===== config.mk =====
export PLATFORM = sky130hd
export DESIGN_NAME = axioma_timer_prescaler
export DESIGN_NICKNAME = d
export VERILOG_FILES = /design/src/rtl/axioma_timer_prescaler.sv
export SDC_FILE = /design/constraint.sdc
export NUM_CORES = 1
export LEC_CHECK = 0
export BUFFER_PORTS_ARGS = -buffer_cell sky130_fd_sc_hd__buf_4
export CORE_MARGIN = 2
export CORE_UTILIZATION = 42
export DETAILED_ROUTE_END_ITERATION = 10
export HOLD_SLACK_MARGIN = 0.08
export PLACE_DENSITY_LB_ADDON = 0.08
export RECOVER_POWER = 25
export SLEW_MARGIN = 20
export SYNTH_ARGS = -nofsm -noshare
export SYNTH_HDL_FRONTEND = slang
export SYNTH_SLANG_ARGS = --single-unit

===== constraint.sdc =====
create_clock -name clk -period 1.55 [get_ports clk]
set_input_delay 0.155 -clock clk [delete_from_list [all_inputs] [get_ports clk]]
set_output_delay 0.155 -clock clk [all_outputs]
set_load 0.02 [all_outputs]

===== src/rtl/axioma_timer_prescaler.sv =====
`default_nettype none
`timescale 1ns/1ps
// ============================================================================
// Module      : axioma_timer_prescaler
// Description : Shared Timer0/Timer1 prescaler (ATmega328P compatible).
//               A 10-bit free-running counter provides the clk/8, /64, /256
//               and /1024 taps. The block emits registered one-cycle count
//               enables tick0/tick1 and owns GTCCR (TSM, PSRSYNC).
//               Optional macro AXIOMA_PRESC_EXTCLK_EN builds the T0/T1 pin
//               synchronisers and edge detectors (cs = 110/111).
// Revision    : 1.0 - initial release
// ============================================================================
module axioma_timer_prescaler #(
   parameter logic [5:0] GTCCR_ADDR  = 6'h23,
   parameter int         SYNC_STAGES = 2
) (
   input  logic       clk,
   input  logic       reset_n,
   input  logic [5:0] io_addr,
   input  logic [7:0] io_data_in,
   output logic [7:0] io_data_out,
   input  logic       io_read,
   input  logic       io_write,
   input  logic [2:0] cs0,
   input  logic [2:0] cs1,
   input  logic       t0_pin,
   input  logic       t1_pin,
   output logic       tick0,
   output logic       tick1,
   output logic [9:0] debug_presc_cnt
);

   logic [9:0] r_presc_cnt;
   logic       r_tsm;
   logic       r_psrsync;
   logic       r_tick0;
   logic       r_tick1;

   logic       w_gtccr_wr;
   logic       w_gtccr_sel;
   logic       w_clr;
   logic       w_presc_en;
   logic [3:0] w_taps;
   logic [1:0] w_rise;
   logic [1:0] w_fall;
   logic       w_unused;

   assign w_gtccr_sel = (io_addr == GTCCR_ADDR);
   assign w_gtccr_wr  = io_write & w_gtccr_sel;
   assign w_clr       = w_gtccr_wr & io_data_in[0];

   // Prescaled ticks are blocked while synchronised reset is held and on the
   // edge where software clears the counter (that tick is lost).
   assign w_presc_en  = ~r_psrsync & ~w_clr;

   assign w_taps[0] = &r_presc_cnt[2:0];
   assign w_taps[1] = &r_presc_cnt[5:0];
   assign w_taps[2] = &r_presc_cnt[7:0];
   assign w_taps[3] = &r_presc_cnt[9:0];

`ifdef AXIOMA_PRESC_EXTCLK_EN
   logic [1:0] w_pin;
   assign w_pin    = {t1_pin, t0_pin};
   assign w_unused = ^io_data_in[6:1];

   genvar gi;
   for (gi = 0; gi < 2; gi++) begin : g_ext
      logic [SYNC_STAGES-1:0] r_sync;
      logic                   r_hist;

      // Synchronise the asynchronous pin and keep one history flop for edge detect
      always_ff @(posedge clk or negedge reset_n) begin
         if (!reset_n) begin
            r_sync <= '0;
            r_hist <= 1'b0;
         end else begin
            r_sync <= {r_sync[SYNC_STAGES-2:0], w_pin[gi]};
            r_hist <= r_sync[SYNC_STAGES-1];
         end
      end

      assign w_rise[gi] =  r_sync[SYNC_STAGES-1] & ~r_hist;
      assign w_fall[gi] = ~r_sync[SYNC_STAGES-1] &  r_hist;
   end
`else
   // External clock sources are not built: pins are ignored.
   assign w_rise   = 2'b00;
   assign w_fall   = 2'b00;
   assign w_unused = ^{io_data_in[6:1], t1_pin, t0_pin};
`endif

   // Clock-select mux shared by both timers
   function automatic logic f_tick_sel(input logic [2:0] cs, input logic [3:0] taps,
                                       input logic fall, input logic rise);
      logic v;
      case (cs)
         3'b000:  v = 1'b0;
         3'b001:  v = 1'b1;
         3'b010:  v = taps[0];
         3'b011:  v = taps[1];
         3'b100:  v = taps[2];
         3'b101:  v = taps[3];
         3'b110:  v = fall;
         default: v = rise;
      endcase
      return v;
   endfunction

   // Free-running prescaler counter, cleared by GTCCR write and held by PSRSYNC
   always_ff @(posedge clk or negedge reset_n) begin
      if (!reset_n) begin
         r_presc_cnt <= 10'd0;
      end else if (w_clr || r_psrsync) begin
         r_presc_cnt <= 10'd0;
      end else begin
         r_presc_cnt <= r_presc_cnt + 10'd1;
      end
   end

   // GTCCR register: PSRSYNC can only stay set alongside TSM
   always_ff @(posedge clk or negedge reset_n) begin
      if (!reset_n) begin
         r_tsm     <= 1'b0;
         r_psrsync <= 1'b0;
      end else if (w_gtccr_wr) begin
         r_tsm     <= io_data_in[7];
         r_psrsync <= io_data_in[0] & io_data_in[7];
      end
   end

   // Registered count-enable pulses for Timer0 and Timer1
   always_ff @(posedge clk or negedge reset_n) begin
      if (!reset_n) begin
         r_tick0 <= 1'b0;
         r_tick1 <= 1'b0;
      end else begin
         r_tick0 <= f_tick_sel(cs0, w_taps & {4{w_presc_en}}, w_fall[0], w_rise[0]);
         r_tick1 <= f_tick_sel(cs1, w_taps & {4{w_presc_en}}, w_fall[1], w_rise[1]);
      end
   end

   // Combinational GTCCR read; bit 1 always reads zero
   always_comb begin
      io_data_out = 8'h00;
      if (io_read && w_gtccr_sel) begin
         io_data_out = {r_tsm, 5'b00000, 1'b0, r_psrsync};
      end
   end

   assign tick0           = r_tick0;
   assign tick1           = r_tick1;
   assign debug_presc_cnt = r_presc_cnt;

endmodule
`default_nettype wire

---- Yosys cells after proc, flatten, opt, wreduce, memory -nomap -nowiden ----
Index checks and enable logic that the tools add are counted.
word-level totals
  flip-flop bits (word level) ............. 14
  bits of input ports ..................... 26
  output and inout port bits .............. 20
  logic and storage cells ................. 34
cells by class
  $add $sub $neg .......................... 1
  eq/ne operators ......................... 11
  mux-type cells .......................... 4
  bitwise gates (word level) .............. 7
  reductions and logical operators ........ 6
operators with widths
  kind                                                              number
  3-bit by 2-bit == test with 1-bit output (second input constant)  4
  3-bit == test (second input constant)                             4
  10-bit by 1-bit adder with 10-bit output (second input constant)  1
  10-bit two-way mux                                                1
  1-bit one-hot mux with 5 select lines                             2
  10-bit AND reduction                                              1
  8-bit two-way mux                                                 1
  8-bit AND reduction                                               1
  3-bit by 1-bit == test with 1-bit output (second input constant)  2
  6-bit == test (second input constant)                             1
  6-bit AND reduction                                               1
  1-bit AND                                                         4
  4-bit AND                                                         1
  3-bit AND reduction                                               1
  1-bit NOT                                                         2
  1-bit logical AND                                                 1
  1-bit logical OR                                                  1

---- Depth between registers and ports, before layout ----
Gate-level depths: netlist of run 1.
  depth in word-level cells ............... 7
  depth in mapped cells ................... 5
  mapped depth without buffers ............ 5

---- Worst setup path before layout of run 1 ----
Ideal clock, no wire load.
  kind .................................... flip-flop to flip-flop
  start ................................... register r_presc_cnt[0], in the netlist debug_presc_cnt[0]
  end ..................................... register r_tick1, in the netlist tick1
  library setup time ...................... 78 ps
  arrival time ............................ 1365 ps
  data required time ...................... 1472 ps
  setup slack ............................. 107 ps
  cell stages (with the launch flop) ...... 6
  path buffers ............................ 0
  period minus slack after synthesis ...... 1443 ps
  cell sequence ........................... dfrtp_1 ha_1 ha_1 nor4bb_1 a41oi_1 o2bb2ai_1
between the ends
  longest elaborated chain between the ends .. 3
  elaborated cells on any way between the ends .. 6
  those cells by class .................... 1 x mux; 1 x bitwise; 4 x reduce/logical
RTL lines
  item                                                RTL line  text
  from (decl)                                         33        logic [9:0] r_presc_cnt;
  from (signal assigned)                              116       r_presc_cnt <= r_presc_cnt + 10'd1;
  10-bit AND reduction, or another cell as far along  59        assign w_taps[3] = &r_presc_cnt[9:0];
  4-bit AND *                                         138       r_tick1 <= f_tick_sel(cs1, w_taps & {4{w_presc_en}}, w_fall[1], w_rise[1]);
  1-bit one-hot mux with 5 select lines *             96        case (cs)
  to (signal assigned)                                138
  to (decl)                                           37        logic r_tick1;
Every way passes the cells marked *; elsewhere a longest branch is shown, timed or not.
A chain may end at the register's enable or synchronous reset.

---- Worst setup path in the final report of run 1 ----
  start ................................... register r_presc_cnt[1], in the netlist debug_presc_cnt[1]
  end ..................................... register r_tick1, in the netlist tick1
The elaborated chain is that of the path after synthesis.

==> out/metrics.cfg, run 1 <==
[min_path]
holdPathStages=2
hold_class=input pin to register
hold_start=io_data_in[7]
hold_end=r_tsm$_DFFE_PN0N_

[layout]
register_area_um2=350
final_cell_mix=buf_4, dfrtp_1, nor2_1
area_delta_synth_final_pct=40.6
mostFrequentLayoutCell=buf_4
n_antenna_cell=0
multi_input_area_um2=397
nFillCells=164
layout-drive-gt1-share=0.367
stdcell_count=145
fin_nets=149

[worst_setup_path]
rr_worst_depth=5
cp_max_fo=5
max_stage_delay_ps=430
path_cells=ha_1, buf_4, and2_1, a41oi_1, o2bb2ai_1
crit_path_start_kind=register
timing.rr.end=tick1$_DFF_PN0_
rrSetupSlack_ps=170
slowest_stage=dfrtp_1
crit_required_ps=1710
end_kind=register
path_class=register to register
rr_startpoint=debug_presc_cnt[1]$_DFF_PN0_
worstPathArrival_ps=1540

[die]
rows=15
die_w_um=47.4
ioPinCount=46
die_h_um=47.4
core-area_um2=1750
fp.dieArea_um2=2240
start_util=0.452

[logic_synthesis]
ys_ff_latch=14
synth_cell_types=32
syn_area_um2=790
syn_area_per_cell_um2=9.87
yosys_warnings=0
syn_inst=80
ys_seq_area_frac=0.444

[sta]
setup_viol=0
hold_viol=0
period_share=0.888
tns_ps=0
tightest_slew_ps=758
drv_slew=0
rsz0062_at_grt=false
timing.slew.headroom=0.495
max_freq_mhz=727
period_needed_ps=1380
clock_skew_ps=5.73

[clocking]
cts_sinks=14
post_cts_buffers=0
ctsHoldBuffers=1
cts_tree=built
clock-root-buffer=clkbuf_4
h-tree-depth=1
cts_resized=0
clk_latency_ps=280
clk_pin_slew_ps=90
cts_buffers=3
clockBufferDepth=2

[route]
firstDrtPassIters=3
vias_per_cell=4.85
drc_errors=0
drt_first_iter_violations=3
drt-wirelength-per-cell_um=11.2
wl_mm=1.62
ant_nets=0
vias=703

[grt]
use_met3=0.0231
grt_pass1_wl_mm=2.60
grt_max_degree=15
met2_usage=0.284
grt-ovfl-total=0
busiest_layer=met2
antenna_found_initial=0
grtUsageMet1=0.208
grt_pass1_vias=627
grt_usage=0.168

[run_status]
outcome=complete, no violations

[placement]
io_buffers=31
post-dp-hpwl_mm=1.34
place_inst=140
gp_congestion=0.738

[flow_run]
maxCapViolCount=0

[power]
power.density_nw_per_um2=1240
power.leakage_nw=0.586
vdd_drop_max_uv=761

## cells in the mapped netlist
cell type / number / share of area
nand2_2: 1 / 0.0079
conb_1: 1 / 0.0047
a21bo_2: 1 / 0.013
and2b_1: 1 / 0.0095
and4bb_1: 1 / 0.016
buf_2: 1 / 0.0063
nand4_1: 3 / 0.024
a41oi_1: 1 / 0.011
a21oi_1: 1 / 0.0063
xor2_1: 6 / 0.067
o21ai_0: 1 / 0.0063
o32ai_1: 1 / 0.011
a41o_1: 1 / 0.013
xnor2_1: 1 / 0.011
a2111oi_2: 1 / 0.019
inv_1: 3 / 0.014
mux2_2: 1 / 0.014
nor4bb_1: 1 / 0.013
or2_1: 1 / 0.0079
and4_1: 1 / 0.011
o2bb2ai_1: 1 / 0.011
nand2_1: 4 / 0.019
a211o_1: 1 / 0.011
ha_1: 2 / 0.032
nand3_1: 4 / 0.025
buf_4: 6 / 0.057
nand2b_1: 1 / 0.0079
nor2_1: 11 / 0.052
dfrtp_1: 14 / 0.44
nor2b_1: 1 / 0.0079
and2_1: 2 / 0.016
and3_1: 4 / 0.032
## layer usage
| layer | wire [um] | up-vias |
|---|---|---|
| met3 | 83 | 2 |
| met4 | 12 | 0 |
| met5 | 0 | - |
| met1 | 721 | 332 |
| met2 | 806 | 20 |
| li1 | - | 349 |
## registers in the layout (all words and copies together) (netlist names)
name,count
r_tsm,1
tick0,1
debug_presc_cnt,10
r_psrsync,1
tick1,1
## worst max-delay path: cells and delay by family, from the launching register on
kind / cells / cell delay, ps
flops: 1 / 430
fa+ha+maj: 1 / 220
buf+inv: 1 / 150
compound gates: 2 / 320
simple gates: 1 / 150
## logic make-up (layout without fill, tap and decap cells)
kind of cell	after synthesis	in the layout	share of synthesized area
simple gates	36	36	0.249
mux	1	1	0.0143
xor+xnor	7	7	0.0777
buf+inv	10	45	0.0776
fa+ha+maj	2	2	0.0317
flops	14	14	0.444
compound gates	9	9	0.101
other cells	1	6	0.00475
## power breakdown
| group | internal, mW | switching (mW) | leakage (nW) | total (mW) |
|---|---|---|---|---|
| combinational | 0.266 | 0.300 | 0.381 | 0.566 |
| clock | 0.143 | 0.120 | 0.0210 | 0.262 |
| sequential | 0.457 | 0.0897 | 0.184 | 0.547 |
| total | 0.866 | 0.510 | 0.586 | 1.38 |
## area by class of cell
cell class	instances	area share
tap	25	0.0282
sequential	14	0.316
clock buffer	4	0.0327
timing repair buffer	38	0.256
multi-input combinational	61	0.357
inverter	3	0.0101
## how the worst max path moves through the flow
stage | from | to | slack [ps] | cells past startpoint
floorplan | debug_presc_cnt[0]$_DFF_PN0_ | tick1$_DFF_PN0_ | 110 | 5
global placement | debug_presc_cnt[1]$_DFF_PN0_ | tick1$_DFF_PN0_ | 170 | 5
detailed placement | debug_presc_cnt[1]$_DFF_PN0_ | tick1$_DFF_PN0_ | 170 | 5
CTS | debug_presc_cnt[1]$_DFF_PN0_ | tick1$_DFF_PN0_ | 140 | 5
global route | debug_presc_cnt[1]$_DFF_PN0_ | tick1$_DFF_PN0_ | 20 | 5
finish | debug_presc_cnt[1]$_DFF_PN0_ | tick1$_DFF_PN0_ | 170 | 5
## through the flow
stage / instance area [um2] / power, mW / setup slack (ps) / utilization / hold slack [ps]
6_report: 1110 / 1.38 / 174 / 0.636 / 121
5_1_grt: 1110 / 1.48 / 24.0 / 0.636 / 120
4_1_cts: 1110 / 1.40 / 145 / 0.638 / 112
3_5_place_dp: 1070 / 1.13 / 172 / 0.611 / 16.6
3_3_place_gp: 1070 / 1.11 / 169 / 0.611 / 13.3
2_1_floorplan: 808 / 0.856 / 107 / - / -141
Note: power is estimated with default switching activity, not from simulation.
==> run 2: changes to the inputs <==
--- a/config.mk
+++ b/config.mk
@@ -5,9 +5,12 @@
 export SDC_FILE = /design/constraint.sdc
 export NUM_CORES = 1
 export LEC_CHECK = 0
+export ABC_AREA = 1
 export BUFFER_PORTS_ARGS = -buffer_cell sky130_fd_sc_hd__buf_4
+export CELL_PAD_IN_SITES_DETAIL_PLACEMENT = 0
+export CELL_PAD_IN_SITES_GLOBAL_PLACEMENT = 1
 export CORE_MARGIN = 2
-export CORE_UTILIZATION = 42
+export CORE_UTILIZATION = 30
 export DETAILED_ROUTE_END_ITERATION = 10
 export HOLD_SLACK_MARGIN = 0.08
 export PLACE_DENSITY_LB_ADDON = 0.08
==> out/metrics.cfg, run 2 <==
[run_status]
outcome=complete, no violations

[logic_synthesis]
synthFlopType=dfrtp_1
synthTopCellsByCount=dfrtp_1, inv_1, nand2_1
synth_cell_types=22  ; -31%
syn_area_per_cell_um2=7.92  ; -20%
synth_compound_area_frac=0.0522  ; -0.0493
yosys_warnings=0  ; unchanged
synth_edf_count=0  ; unchanged
yosys.area.top_type=dfrtp_1
syn_area_um2=863  ; +9.4%
yosysTopAreaCellShare=0.406  ; -0.0379
synthXorXnorAreaFrac=0.0203  ; -0.0574
ys_ff_latch=14  ; unchanged
ys_seq_area_frac=0.406  ; -0.0379
yosys-mux-area-fraction=0  ; -0.0143
syn_inst=109  ; +36%
synth_top_family_by_area=simple AND/OR/NAND/NOR gates
async_flop_share=1.00  ; unchanged
synthAdderAreaFrac=0.0290  ; -0.00271
yosys.area_share.simple=0.371  ; +0.122
synthTopCellsByArea=dfrtp_1, inv_1, nand2_1

[clocking]
cts_buffers=3  ; unchanged
cts_sinks=14  ; unchanged
cts_tree=built
clock-root-buffer=clkbuf_4
clk_latency_ps=280  ; about the same
clk_pin_slew_ps=80  ; about the same
clockBufferDepth=2  ; unchanged
h-tree-depth=1  ; unchanged

[power]
finalPower_mw=0.859  ; -38%
switching_share=0.291  ; -0.0795
seqPwrFrac=0.466  ; +0.068
p_clk_frac=0.303  ; +0.112
p_int_mw=0.609  ; -30%
vdd_drop_max_uv=300  ; -61%
power.density_nw_per_um2=732  ; -41%
power.switching_mw=0.250  ; -51%
combinationalPowerShare=0.231  ; -0.180
power.leakage_nw=0.575  ; -2.0%

[worst_setup_path]
end_kind=register
cp.buffers_inverters=1  ; unchanged
crit_path_start_kind=register
cp-startpoint=debug_presc_cnt[1]$_DFF_PN0_
path_class=register to register
path_cells=ha_1, nand4_1, buf_4, nor3b_2, nand3_1, nand3_1
rr_startpoint=debug_presc_cnt[1]$_DFF_PN0_
crit_required_ps=1760  ; +50 ps
slowest_stage=dfrtp_1
worstPathArrival_ps=1580  ; +40 ps
cp_top_family=simple AND/OR/NAND/NOR gates
cpMostUsedCell=nand3_1
cp_max_fo=4  ; -1
max_stage_delay_ps=380  ; -50 ps

[route]
vias_per_cell=4.65  ; -4.1%
drt-wirelength-per-cell_um=10.5  ; -5.9%
wl_mm=1.87  ; +15%
vias=823  ; +17%
drt_first_iter_violations=14  ; +11
ant_nets=0  ; unchanged
drc_errors=0  ; unchanged
firstDrtPassIters=4  ; +1

[grt]
grt_pass1_wl_mm=3.09  ; +19%
antenna_found_initial=0  ; unchanged
grt_max_degree=15  ; unchanged
grt_usage=0.118  ; -0.0496
grt_pass1_vias=755  ; +20%
grt-ovfl-total=0  ; unchanged

[sta]
setup_viol=0  ; unchanged
tns_ps=0  ; unchanged
hold_viol=0  ; unchanged
rsz0062_at_grt=false
timing.slew.headroom=0.485  ; -0.00961
period_needed_ps=1370  ; -10.1 ps
hold_ws_ps=94.3  ; -26.8 ps
period_share=0.881  ; -0.00650
drv_slew=0  ; unchanged
tightest_slew_ps=772  ; +14.4 ps
max_freq_mhz=732  ; +0.74%
clock_skew_ps=2.25  ; -3.48 ps

[layout]
nFillCells=294  ; +79%
final_cell_mix=buf_4, nand2_1, inv_1, dfrtp_1, nor2_1
fin_nets=175  ; +17%
mostFrequentLayoutCell=buf_4
n_antenna_cell=0  ; unchanged
area_delta_synth_final_pct=35.9
layout-drive-gt1-share=0.322  ; -0.0447
stdcell_count=177  ; +22%
fin_util=0.429  ; -0.207
largest_reg_flops=10  ; unchanged

[placement]
post-dp-hpwl_mm=1.47  ; +9.7%
gp_congestion=0.662  ; -10%
place_inst=171  ; +22%
io_buffers=31  ; unchanged

[min_path]
hold_start=io_data_in[7]
hold_class=input pin to register

[flow_run]
maxCapViolCount=0  ; unchanged

[die]
die_w_um=57.6  ; +22%
rows=19  ; +4
die_h_um=57.6  ; +22%
start_util=0.316  ; -0.137
core-area_um2=2730  ; +57%
fp.dieArea_um2=3320  ; +48%
ioPinCount=46  ; unchanged

[run 2: logic make-up after synthesis]
| family | after synthesis |
|---|---|
| simple gates | 60 |
| buf+inv | 21 |
| other cells | 1 |
| fa+ha+maj | 2 |
| compound gates | 9 |
| xor+xnor | 2 |
| flops | 14 |
[run 2: what timing repair did]
item / CTS / global route
buffers inserted: 0 / 1
resized for setup: 0 / 2
hold buffers: 1 / 0
endpoints found under the hold margin: 14 / 0
endpoints found under the setup margin: 0 / 2
[run 2: tightest hold or removal path, cell delays in order]
cell and delay (ps):
buf_4 80, nand2_1 40, o21ai_0 60
[run 2: final timing paths]
check	to	slack [ps]	depth (start not counted)
setup / recovery	tick1$_DFF_PN0_	180	6
max in group asynchronous	tick1$_DFF_PN0_	610	2
hold / removal	r_tsm$_DFFE_PN0N_	90	3
hold reg to reg	debug_presc_cnt[0]$_DFF_PN0_	550	2
setup reg to reg	tick1$_DFF_PN0_	180	6
min in group asynchronous	debug_presc_cnt[3]$_DFF_PN0_	460	2
[run 2: final cells by class]
class                           instances  area (um2)  share of cell area
Sequential cell                        14         350               0.299
Tap cell                               31        38.8              0.0330
Inverter                               15        56.3              0.0480
Clock buffer                            4        36.3              0.0309
Timing Repair Buffer                   34         254               0.216
Multi-Input combinational cell         79         438               0.373
[run 2: power by group through the flow]
stage	logic, mW	clock network (mW)	registers (mW)
2_1_floorplan	0.0960	0	0.426
3_3_place_gp	0.198	0	0.407
3_5_place_dp	0.200	0	0.408
4_1_cts	0.202	0.274	0.400
5_1_grt	0.220	0.293	0.403
6_report	0.199	0.260	0.400
[run 2: per-stage QoR]
step | worst slack, ps | cell area [um2]
after floorplan | 145 | 882
after global placement | 150 | 1120
after detailed placement | 132 | 1120
after CTS | 108 | 1160
after global routing | 85.6 | 1170
final | 184 | 1170
[run 2: metal layers]
| metal | global-route usage | share of wire | vias to the layer above |
|---|---|---|---|
| met5 | 0 | 0 | - |
| met2 | 0.190 | 0.47 | 27 |
| met1 | 0.149 | 0.47 | 372 |
| li1 | - | - | 422 |
| met4 | 0.0598 | 0.014 | 0 |
| met3 | 0.0268 | 0.051 | 2 |
